==> config.mk <==
export PLATFORM = sky130hd
export DESIGN_NAME = jk_mod_counter_flat
export DESIGN_NICKNAME = d
export VERILOG_FILES = /design/src/rtl/jk_mod_counter_pkg.sv /design/src/rtl/jk_mod_counter_if.sv /design/src/rtl/jk_stage.sv /design/src/rtl/jk_mod_counter.sv /design/src/flat_wrapper.sv
export SDC_FILE = /design/constraint.sdc
export NUM_CORES = 1
export LEC_CHECK = 0
export BUFFER_PORTS_ARGS = -buffer_cell sky130_fd_sc_hd__buf_4
export CORE_AREA = 5 5 42 44
export DETAILED_ROUTE_END_ITERATION = 8
export DIE_AREA = 0 0 47 49
export SYNTH_ARGS = -nofsm -noshare
export SYNTH_HDL_FRONTEND = slang
export SYNTH_HIERARCHICAL = 1
export SYNTH_SLANG_ARGS = --single-unit
==> constraint.sdc <==
create_clock -name clk_n -period 5.2 [get_ports clk_n]
set_input_delay 0.78 -clock clk_n [delete_from_list [all_inputs] [get_ports clk_n]]
set_output_delay 0.78 -clock clk_n [all_outputs]
set_load 0.01 [all_outputs]
==> src/rtl/jk_mod_counter_pkg.sv <==
// -----------------------------------------------------------------------------
// jk_mod_counter_pkg
//   Shared definitions for the JK-flip-flop based modulo-N counter.
//   - JK_DEFAULT_WIDTH / JK_DEFAULT_MODULUS : default counter geometry
//   - jk_op_e                               : 2-bit {J,K} excitation encoding
//                                             (JK_HOLD / JK_RST / JK_SET / JK_TGL)
//   - jk_excite()                           : excitation for one stage, derived
//                                             from its current and next bit
//   Optional feature macro used by the files importing this package:
//   JK_LOAD_EN (synchronous parallel load).
// -----------------------------------------------------------------------------
package jk_mod_counter_pkg;

   localparam int JK_DEFAULT_WIDTH   = 4;
   localparam int JK_DEFAULT_MODULUS = 10;

   // Encoding is the literal {J,K} pair, so a stage can decode {j,k} directly.
   typedef enum logic [1:0] {
      JK_HOLD = 2'b00,
      JK_RST  = 2'b01,
      JK_SET  = 2'b10,
      JK_TGL  = 2'b11
   } jk_op_e;

   // Drive J only on a 0->1 transition and K only on a 1->0 transition.
   // A stage that does not change gets HOLD, so J=K=1 is never produced.
   function automatic jk_op_e jk_excite(input logic nxt_bit, input logic q_bit);
      jk_op_e op;
      op = jk_op_e'({nxt_bit & ~q_bit, ~nxt_bit & q_bit});
      return op;
   endfunction

endpackage : jk_mod_counter_pkg

==> src/rtl/jk_mod_counter_if.sv <==
// -----------------------------------------------------------------------------
// jk_mod_counter_if
//   Control/status bundle of one jk_mod_counter.
//   Signals:
//     en     count enable (cascade input)
//     up_dn  1 = count up, 0 = count down
//     load   parallel load strobe        (only with JK_LOAD_EN)
//     din    parallel load value [WIDTH] (only with JK_LOAD_EN)
//     q      current count [WIDTH]
//     tc     terminal count (combinational)
//   Modports:
//     master : the controlling side (drives en/up_dn/load/din)
//     slave  : the counter itself   (drives q/tc)
//   Macro: JK_LOAD_EN adds load/din.
// -----------------------------------------------------------------------------
interface jk_mod_counter_if
   import jk_mod_counter_pkg::*;
#(
   parameter int WIDTH = JK_DEFAULT_WIDTH
) ();

   logic             en;
   logic             up_dn;
`ifdef JK_LOAD_EN
   logic             load;
   logic [WIDTH-1:0] din;
`endif
   logic [WIDTH-1:0] q;
   logic             tc;

   modport master (
`ifdef JK_LOAD_EN
      output load,
      output din,
`endif
      output en,
      output up_dn,
      input  q,
      input  tc
   );

   modport slave (
`ifdef JK_LOAD_EN
      input  load,
      input  din,
`endif
      input  en,
      input  up_dn,
      output q,
      output tc
   );

endinterface : jk_mod_counter_if

==> src/rtl/jk_stage.sv <==
// -----------------------------------------------------------------------------
// jk_stage
//   One negative-edge JK flip-flop with asynchronous active-low clear,
//   no preset.
//   Ports:
//     clk_n  in  clock, state changes on the falling edge
//     clr_n  in  asynchronous active-low clear, forces q to 0
//     j, k   in  JK excitation (00 hold, 01 reset, 10 set, 11 toggle)
//     q      out stored bit
// -----------------------------------------------------------------------------
module jk_stage
   import jk_mod_counter_pkg::*;
(
   input  logic clk_n,
   input  logic clr_n,
   input  logic j,
   input  logic k,
   output logic q
);

   logic q_q;
   logic q_d;

   always_comb begin
      q_d = q_q;
      case (jk_op_e'({j, k}))
         JK_HOLD: q_d = q_q;
         JK_RST:  q_d = 1'b0;
         JK_SET:  q_d = 1'b1;
         JK_TGL:  q_d = ~q_q;
         default: q_d = q_q;
      endcase
   end

   always_ff @(negedge clk_n or negedge clr_n) begin
      if (!clr_n) begin
         q_q <= 1'b0;
      end else begin
         q_q <= q_d;
      end
   end

   assign q = q_q;

endmodule : jk_stage

==> src/rtl/jk_mod_counter.sv <==
// -----------------------------------------------------------------------------
// jk_mod_counter
//   Synchronous modulo-MODULUS up/down counter built from WIDTH negative-edge
//   JK stages. This level only computes the next count, turns it into per-stage
//   J/K excitation and decodes terminal count; the state lives in jk_stage.
//   Parameters:
//     WIDTH    number of stages / count bits (1..16)
//     MODULUS  count range 0..MODULUS-1, 2 <= MODULUS <= 2**WIDTH
//   Ports:
//     clk_n  in  clock, falling-edge active
//     clr_n  in  asynchronous active-low clear, q -> 0 immediately
//     bus    slave side of jk_mod_counter_if (en, up_dn, [load, din], q, tc)
//   Macro: JK_LOAD_EN enables the synchronous parallel load (load > en > hold).
//   The interface instance must be built with the same WIDTH.
// -----------------------------------------------------------------------------
module jk_mod_counter
   import jk_mod_counter_pkg::*;
#(
   parameter int WIDTH   = JK_DEFAULT_WIDTH,
   parameter int MODULUS = JK_DEFAULT_MODULUS
) (
   input  logic            clk_n,
   input  logic            clr_n,
   jk_mod_counter_if.slave bus
);

   localparam logic [WIDTH-1:0] MAX_Q = WIDTH'(MODULUS - 1);
   localparam logic [WIDTH-1:0] ONE   = WIDTH'(1);

   logic [WIDTH-1:0] q_w;     // current count, straight from the stage bank
   logic [WIDTH-1:0] nxt_d;   // count-path next state (load handled per stage)

   // Next state of the counting path. Anything at or above MAX_Q wraps to 0
   // going up, so states above MODULUS-1 (only reachable by a load) recover
   // in one edge; going down they jump to MAX_Q.
   always_comb begin
      nxt_d = q_w;
      if (bus.en) begin
         if (bus.up_dn) begin
            nxt_d = (q_w >= MAX_Q) ? '0 : q_w + ONE;
         end else begin
            nxt_d = ((q_w == '0) || (q_w > MAX_Q)) ? MAX_Q : q_w - ONE;
         end
      end
   end

   // Per-stage excitation and the flip-flop bank.
   for (genvar gi = 0; gi < WIDTH; gi++) begin : g_stage
      logic [1:0] cnt_jk_w;
      logic [1:0] jk_w;

      assign cnt_jk_w = jk_excite(nxt_d[gi], q_w[gi]);

`ifdef JK_LOAD_EN
      // A load forces the stage directly: J=din, K=~din, regardless of q.
      assign jk_w = bus.load ? (bus.din[gi] ? JK_SET : JK_RST) : cnt_jk_w;
`else
      assign jk_w = cnt_jk_w;
`endif

      jk_stage u_stage (
         .clk_n (clk_n),
         .clr_n (clr_n),
         .j     (jk_w[1]),
         .k     (jk_w[0]),
         .q     (q_w[gi])
      );
   end

   assign bus.q = q_w;

   // Terminal count is purely combinational so a cascaded counter sees it as
   // its enable on the same falling edge; it follows clr_n through q.
   assign bus.tc = bus.en & (bus.up_dn ? (q_w == MAX_Q) : (q_w == '0));

endmodule : jk_mod_counter
==> src/flat_wrapper.sv <==
// flat-port wrapper written by rule: the top's interface ports become plain ports
module jk_mod_counter_flat import jk_mod_counter_pkg::*;
#(
   parameter int WIDTH   = JK_DEFAULT_WIDTH,
   parameter int MODULUS = JK_DEFAULT_MODULUS
)
  (clk_n, clr_n, bus_en, bus_up_dn, bus_q, bus_tc);
  jk_mod_counter_if #(.WIDTH(WIDTH)) bus_i ();
  input  logic clk_n;
  input  logic clr_n;
  input wire logic [$bits(bus_i.en)-1:0] bus_en;
  input wire logic [$bits(bus_i.up_dn)-1:0] bus_up_dn;
  output wire logic [$bits(bus_i.q)-1:0] bus_q;
  output wire logic [$bits(bus_i.tc)-1:0] bus_tc;
  assign bus_i.en = bus_en;
  assign bus_i.up_dn = bus_up_dn;
  assign bus_q = bus_i.q;
  assign bus_tc = bus_i.tc;
  jk_mod_counter #(.WIDTH(WIDTH), .MODULUS(MODULUS)) u_core (.clk_n(clk_n), .clr_n(clr_n), .bus(bus_i));
endmodule
# Word level (Yosys, flattened, before mapping)
# Cells that the tools add are included.
# Widths: inputs -> output; s select.
# totals
register_bits	4
inputBits	4
output_inout_bits	5
wordCells	53
# classes
add_sub_neg	2
n_lt_le_gt_ge	2
eq_ne	13
mux	9
bitwise_logic	17
reduce_logical	6
# ops
operator	count
$eq 2x2->1 const B	8
$mux 4	4
$pmux 1 s3	4
$and 1x1->1	9
$eq 2x1->1 const B	4
$logic_not 2->1	4
$not 1->1	8
$add 4x1->4 const B	1
$eq 4x4->1 const B	1
$ge 4x4->1 const B	1
$gt 4x4->1 const B	1
$logic_not 4->1	1
$sub 4x1->4 const B	1
$logic_or 1x1->1	1
$mux 1	1

# Longest topological paths before layout
# Gate-level depths: netlist of the first run.
# logic_depth
depth_word	9
depth_mapped	8
mapped_depth_nobuf	8

# Hierarchy
# The synthesis of the first run kept the hierarchy.
# by_module_without_submodules
mod	instances	cells_each	area_per_inst_um2	seq_area_each_um2
jk_mod_counter	1	42	284.0	0.0
jk_stage	4	3	33.8	25.0

==> results of run 1 <==
-- worst paths after layout --
kind | from | end | depth (start not counted)
min in group asynchronous | clr_n | u_core/g_stage[2].u_stage/q | 1
max | u_core/g_stage[0].u_stage/q | bus_tc | 6
max in group asynchronous | clr_n | u_core/g_stage[1].u_stage/q | 1
min reg2reg | u_core/g_stage[0].u_stage/q | u_core/g_stage[0].u_stage/q | 1
min | u_core/g_stage[0].u_stage/q | u_core/g_stage[0].u_stage/q | 1
max reg2reg | u_core/g_stage[0].u_stage/q | u_core/g_stage[1].u_stage/q | 7
-- synth_stat cells --
cell / instances
a211oi_1: 1
a21oi_1: 5
a22oi_2: 1
a311oi_1: 1
a32oi_1: 1
and2_1: 1
and3_1: 1
clkbuf_8: 1
dfrtn_1: 4
ha_1: 4
inv_1: 3
nand2_1: 3
nand2_2: 1
nand2b_1: 3
nand3_1: 2
nand3b_1: 1
nand4_1: 1
nor2_1: 12
nor2b_1: 1
nor3_1: 2
o2111a_1: 1
o21a_1: 1
o21ai_0: 1
o22ai_2: 1
or3b_4: 1
-- cell type report --
class,count,area share
well taps,16,0.0394
repair buffers,8,0.118
inverters,3,0.0222
flip-flops and latches,4,0.197
multi-input cells,46,0.579
clock buffers,3,0.0443
-- report_power, final --
group	internal, mW	switching, mW	total [mW]
clock	0.0258	0.0129	0.0387
sequential	0.0485	0.0402	0.0887
combinational	0.0875	0.0953	0.183
total	0.162	0.148	0.310
-- through the flow --
step | instance area [um2] | instances | hold WS [ns] | setup WS (ns) | power, mW
5_1_grt | 508 | 80 | 0.570 | 0.128 | 0.344
2_1_floorplan | 419 | 54 | 0.520 | 0.699 | 0.213
6_report | 508 | 80 | 0.524 | 0.292 | 0.310
3_3_place_gp | 485 | 77 | 0.528 | 0.568 | 0.272
4_1_cts | 508 | 80 | 0.527 | 0.284 | 0.315
3_5_place_dp | 485 | 77 | 0.528 | 0.550 | 0.272
-- routing by layer --
| layer | share of wire | global-route usage | vias to the layer above |
|---|---|---|---|
| met3 | 0.024 | 0.0554 | 0 |
| met4 | 0 | 0.0138 | 0 |
| li1 | - | - | 210 |
| met5 | 0 | 0 | - |
| met2 | 0.49 | 0.120 | 6 |
| met1 | 0.49 | 0.119 | 197 |
-- worst max-delay path, cell delays in order, from the launching register on --
cell	delay, ns
dfrtn_1	0.54
inv_1	0.13
ha_1	0.24
nand2b_1	0.10
o21a_1	0.11
nor2_1	0.03
buf_4	0.13
-- cell families after synthesis --
family | count (synthesis)
compound gates | 13
fa+ha+maj | 4
buf+inv | 4
flops | 4
simple gates | 29
==> summary.txt, run 1 <==
Detailed routing
  – Routed wire length: 926 um
  – DR WL/cell: approximately 12 um
  – Via count: approximately 410
  – Routed Antenna Nets: 0
  – Iter 0 DRT Violations: 7
  – Vias/cell: 5.16
  – Drt first pass iters: 4
  – DRC viols: 0

Yosys
  – Avg Cell Area, Syn: 7.76 um2
  – Sequential area share after synthesis: 0.239
  – Net Count, Synth: 62
  – Area fraction of the dominant cell type after synthesis: 0.239
  – Area contributors post-synth: dfrtn_1 24%, ha_1 12%, nor2_1 11%
  – Yosys warning count: 6
  – Largest family of logic cells by synthesized area: simple AND/OR/NAND/NOR gates
  – Register bit total from synthesis: 4
  – Post-synthesis adder-cell area fraction: 0.119
  – Xor/xnor cell area share of the yosys netlist: 0
  – Post-Synth Simple-Gate Area: 0.346
  – Compound-gate portion of the synthesized area: 0.236
  – Mux contribution to synthesized area: 0
  – Post-Syn Area: around 420 um2
  – Post-synth top area cell: dfrtn_1
  – Yosys cell types: 25
  – Post-Synthesis Cells: 54

Die
  – I/O pins: 9
  – Core area: 1400 um2
  – Chip Width: 47 um
  – Num rows: 14
  – Die outline area: 2300 um2
  – Die height: 49 um
  – Initial Util: 0.299

STA
  – RSZ-0062 raised after global routing: false
  – Final clock skew: about 0.007 ns
  – Worst Max-Slew Pin Slew: between 0.3 and 0.4 ns
  – Slew Viols, Final: 0
  – Final Hold Vio Count: 0
  – Setup TNS: 0 ns
  – Final setup viols: 0
  – Slew headroom: 0.762

Global route
  – Gr ovfl total: 0
  – GRT Overall Usage: 0.0882
  – Largest net degree at the start of global routing: 14
  – Vias in the first global route: 325
  – First-pass GRT wire length: between 1 and 1.5 mm
  – Initial antenna violation count: 0

Final layout
  – Nets@finish: 74
  – Multi-input gate area: between 200 and 300 um2
  – Area growth syn-to-layout: 21.2%
  – Number of flip-flops in the largest register: 4
  – Fillers: 150
  – Number of diodes: 0
  – Layout cells sized above 1: 0.234
  – Register area: ~100 um2
  – Core Util, Final: 0.363
  – Leading cell types in the layout, fill and taps excluded: 12 x nor2_1, 8 x buf_4, 5 x a21oi_1, 4 x ha_1, 4 x dfrtn_1
  – Most common cell after layout, fill and taps aside: nor2_1

Clock tree
  – Reg clk slew, reported paths: ~0.030 ns
  – Clk Tree Root Cell: clkbuf_4
  – CTS H-tree lvls: 1
  – Sink Count: 4
  – Postcts setup bufs: 0
  – Inserted Clock Buffers: 3
  – Post_cts resized: 0
  – Max clock buf depth: 2
  – CTS tree: built
  – Clock latency at the later pin of the worst-skew pair: 0.25 ns
  – Hold_buf cts: 0

Worst hold path
  – Worst Hold Class: register to register

Worst setup path
  – CP arrival: roughly 4.1 ns
  – Setup CP Type: register to output pin
  – CP required: between 4 and 5 ns
  – R2R setup slack: 3.34 ns
  – Crit Path Max Fanout: 9
  – CP Capture Type: output pin
  – Startpoint types: register

Status
  – Outcome: finished, final reports clean

Power
  – VDD IR-drop max: ~0.00027 V
  – PD cells: 611 nW/um2
  – Static leakage: between 0.2 and 0.25 nW

Job
  – Max cap viols: 0

Placement
  – DP HPWL: just under 700 um
  – Final GP Congestion: 0.772
  – I/O Buffers: 8
Note: power is estimated with default switching activity, not from simulation.
==> inputs of run 2 (changes only) <==
- BUFFER_PORTS_ARGS: -buffer_cell sky130_fd_sc_hd__buf_4 -> unset
- DONT_BUFFER_PORTS: unset -> 1
==> run 2 against run 1 <==
Effect of this change: count of clock-buffer cells in the layout is the same; routed wire length shrank 8.1%; register-to-register slack got worse by 0.06 ns; non-clock buffer count shrank 8; sequential cell count unchanged; combinational power down 21%; via count is 11% lower; sequential share of layout area increased by 2.6 points; critical path type unchanged; largest power group unchanged.
==> summary.txt, run 2 (same netlist as run 1, synthesis figures left out) <==
Final layout
  – Layout cells sized above 1: 0.125
  – Nets@finish: between 60 and 70
  – Final cell count without fillers: 72
  – Most common cell after layout, fill and taps aside: nor2_1
  – Number of diodes: 0
  – Leading cell types in the layout, fill and taps excluded: 12 x nor2_1, 5 x a21oi_1, 4 x ha_1, 4 x dfrtn_1
  – Area growth syn-to-layout: 6.87%
  – Number of flip-flops in the largest register: 4

STA
  – PnR worst setup slack: a little over 0.3 ns
  – Setup TNS: 0 ns
  – Final Hold Vio Count: 0
  – Final clock skew: ~0.0049 ns
  – Worst Max-Slew Pin Slew: 0.416 ns
  – Slew headroom: 0.723
  – Slew Viols, Final: 0
  – Hold WS: 0.575 ns
  – Final setup viols: 0
  – RSZ-0062 raised after global routing: false

Worst setup path
  – Startpoint types: register
  – CP required: 4.42 ns
  – CP arrival: about 4.1 ns
  – Setup CP Type: register to output pin
  – CP Capture Type: output pin
  – Crit Path Max Fanout: 9

Detailed routing
  – DRC viols: 0
  – Vias/cell: roughly 5
  – Drt first pass iters: 4
  – Routed Antenna Nets: 0
  – Iter 0 DRT Violations: 8
  – Via count: roughly 370
  – DR WL/cell: around 12 um
  – Routed wire length: approximately 850 um

Placement
  – Final GP Congestion: 0.708
  – I/O Buffers: 0
  – Cells after DPL: 69
  – DP HPWL: approximately 670 um
  – Worst slack, placed: roughly 0.57 ns

Clock tree
  – Inserted Clock Buffers: 3
  – Max clock buf depth: 2
  – Hold_buf cts: 0
  – Clock latency at the later pin of the worst-skew pair: ~0.25 ns
  – Post_cts resized: 0
  – Sink Count: 4
  – CTS tree: built
  – Postcts setup bufs: 0
  – CTS H-tree lvls: 1
  – Reg clk slew, reported paths: 0.03 ns
  – Clk Tree Root Cell: clkbuf_4

Die
  – Die height: 49 um
  – Die outline area: 2300 um2
  – Initial Util: 0.299
  – Chip Width: roughly 47 um
  – I/O pins: 9
  – Num rows: 14
  – Core area: ~1400 um2

Power
  – VDD IR-drop max: between 0.0003 and 0.0004 V
  – Pwr Total: 281 uW
  – Static leakage: roughly 0.19 nW
  – PD cells: approximately 630 nW/um2

Status
  – Outcome: finished, final reports clean

Global route
  – Gr ovfl total: 0
  – Largest net degree at the start of global routing: 14
  – Vias in the first global route: between 300 and 400
  – GRT Overall Usage: 0.0840
  – Initial antenna violation count: 0
  – First-pass GRT wire length: between 1 and 1.5 mm

Job
  – Max cap viols: 0

Worst hold path
  – Worst Hold Class: register to register
[run 2: cell types whose count changed in the layout (fill, tap and decap cells not counted), sizes merged]
cell and delta:
buf -8
[run 2: cell type report]
cell class	count	area, um2
Clock buffer	3	22.5
Tap cell	16	20.0
Inverter	3	11.3
Fill cell	156	953
Sequential cell	4	100
Multi-Input combinational cell	46	294
[run 2: power by group]
group	internal (mW)	switching (mW)	total [mW]
Sequential	0.0483	0.0498	0.0981
Combinational	0.0666	0.0786	0.145
Clock	0.0258	0.0121	0.0378
[run 2: layer usage]
layer | GRT usage | up-vias | share of wire
met5 | 0 | - | 0
met4 | 0.0138 | 0 | 0
met3 | 0.0664 | 0 | 0.068
met2 | 0.0928 | 9 | 0.39
met1 | 0.126 | 161 | 0.54
li1 | - | 197 | -
[run 2: worst paths after layout]
kind                                             startpoint                           to  slack (ns)  depth (start not counted)
worst max-delay path            u_core/g_stage[0].u_stage/q                       bus_tc        0.31                          5
worst min-delay path            u_core/g_stage[2].u_stage/q  u_core/g_stage[2].u_stage/q        0.57                          1
worst max register to register  u_core/g_stage[0].u_stage/q  u_core/g_stage[1].u_stage/q        3.28                          7
worst min register to register  u_core/g_stage[2].u_stage/q  u_core/g_stage[2].u_stage/q        0.57                          1
max in group asynchronous                             clr_n  u_core/g_stage[1].u_stage/q        2.38                          0
min in group asynchronous                             clr_n  u_core/g_stage[2].u_stage/q        2.72                          0
[run 2: per-stage QoR]
| stage | instance area (um2) | utilization |
|---|---|---|
| after detailed placement | 425 | 0.304 |
| final | 448 | 0.320 |
| after floorplan | 419 | - |
| after global placement | 425 | 0.304 |
| after CTS | 448 | 0.320 |
| after global routing | 448 | 0.320 |
[run 2: critical path, stage by stage, from the launching register on]
cell	delay, ns
dfrtn_1	0.59
inv_1	0.14
ha_1	0.25
nand2b_1	0.11
o21a_1	0.12
nor2_1	0.06
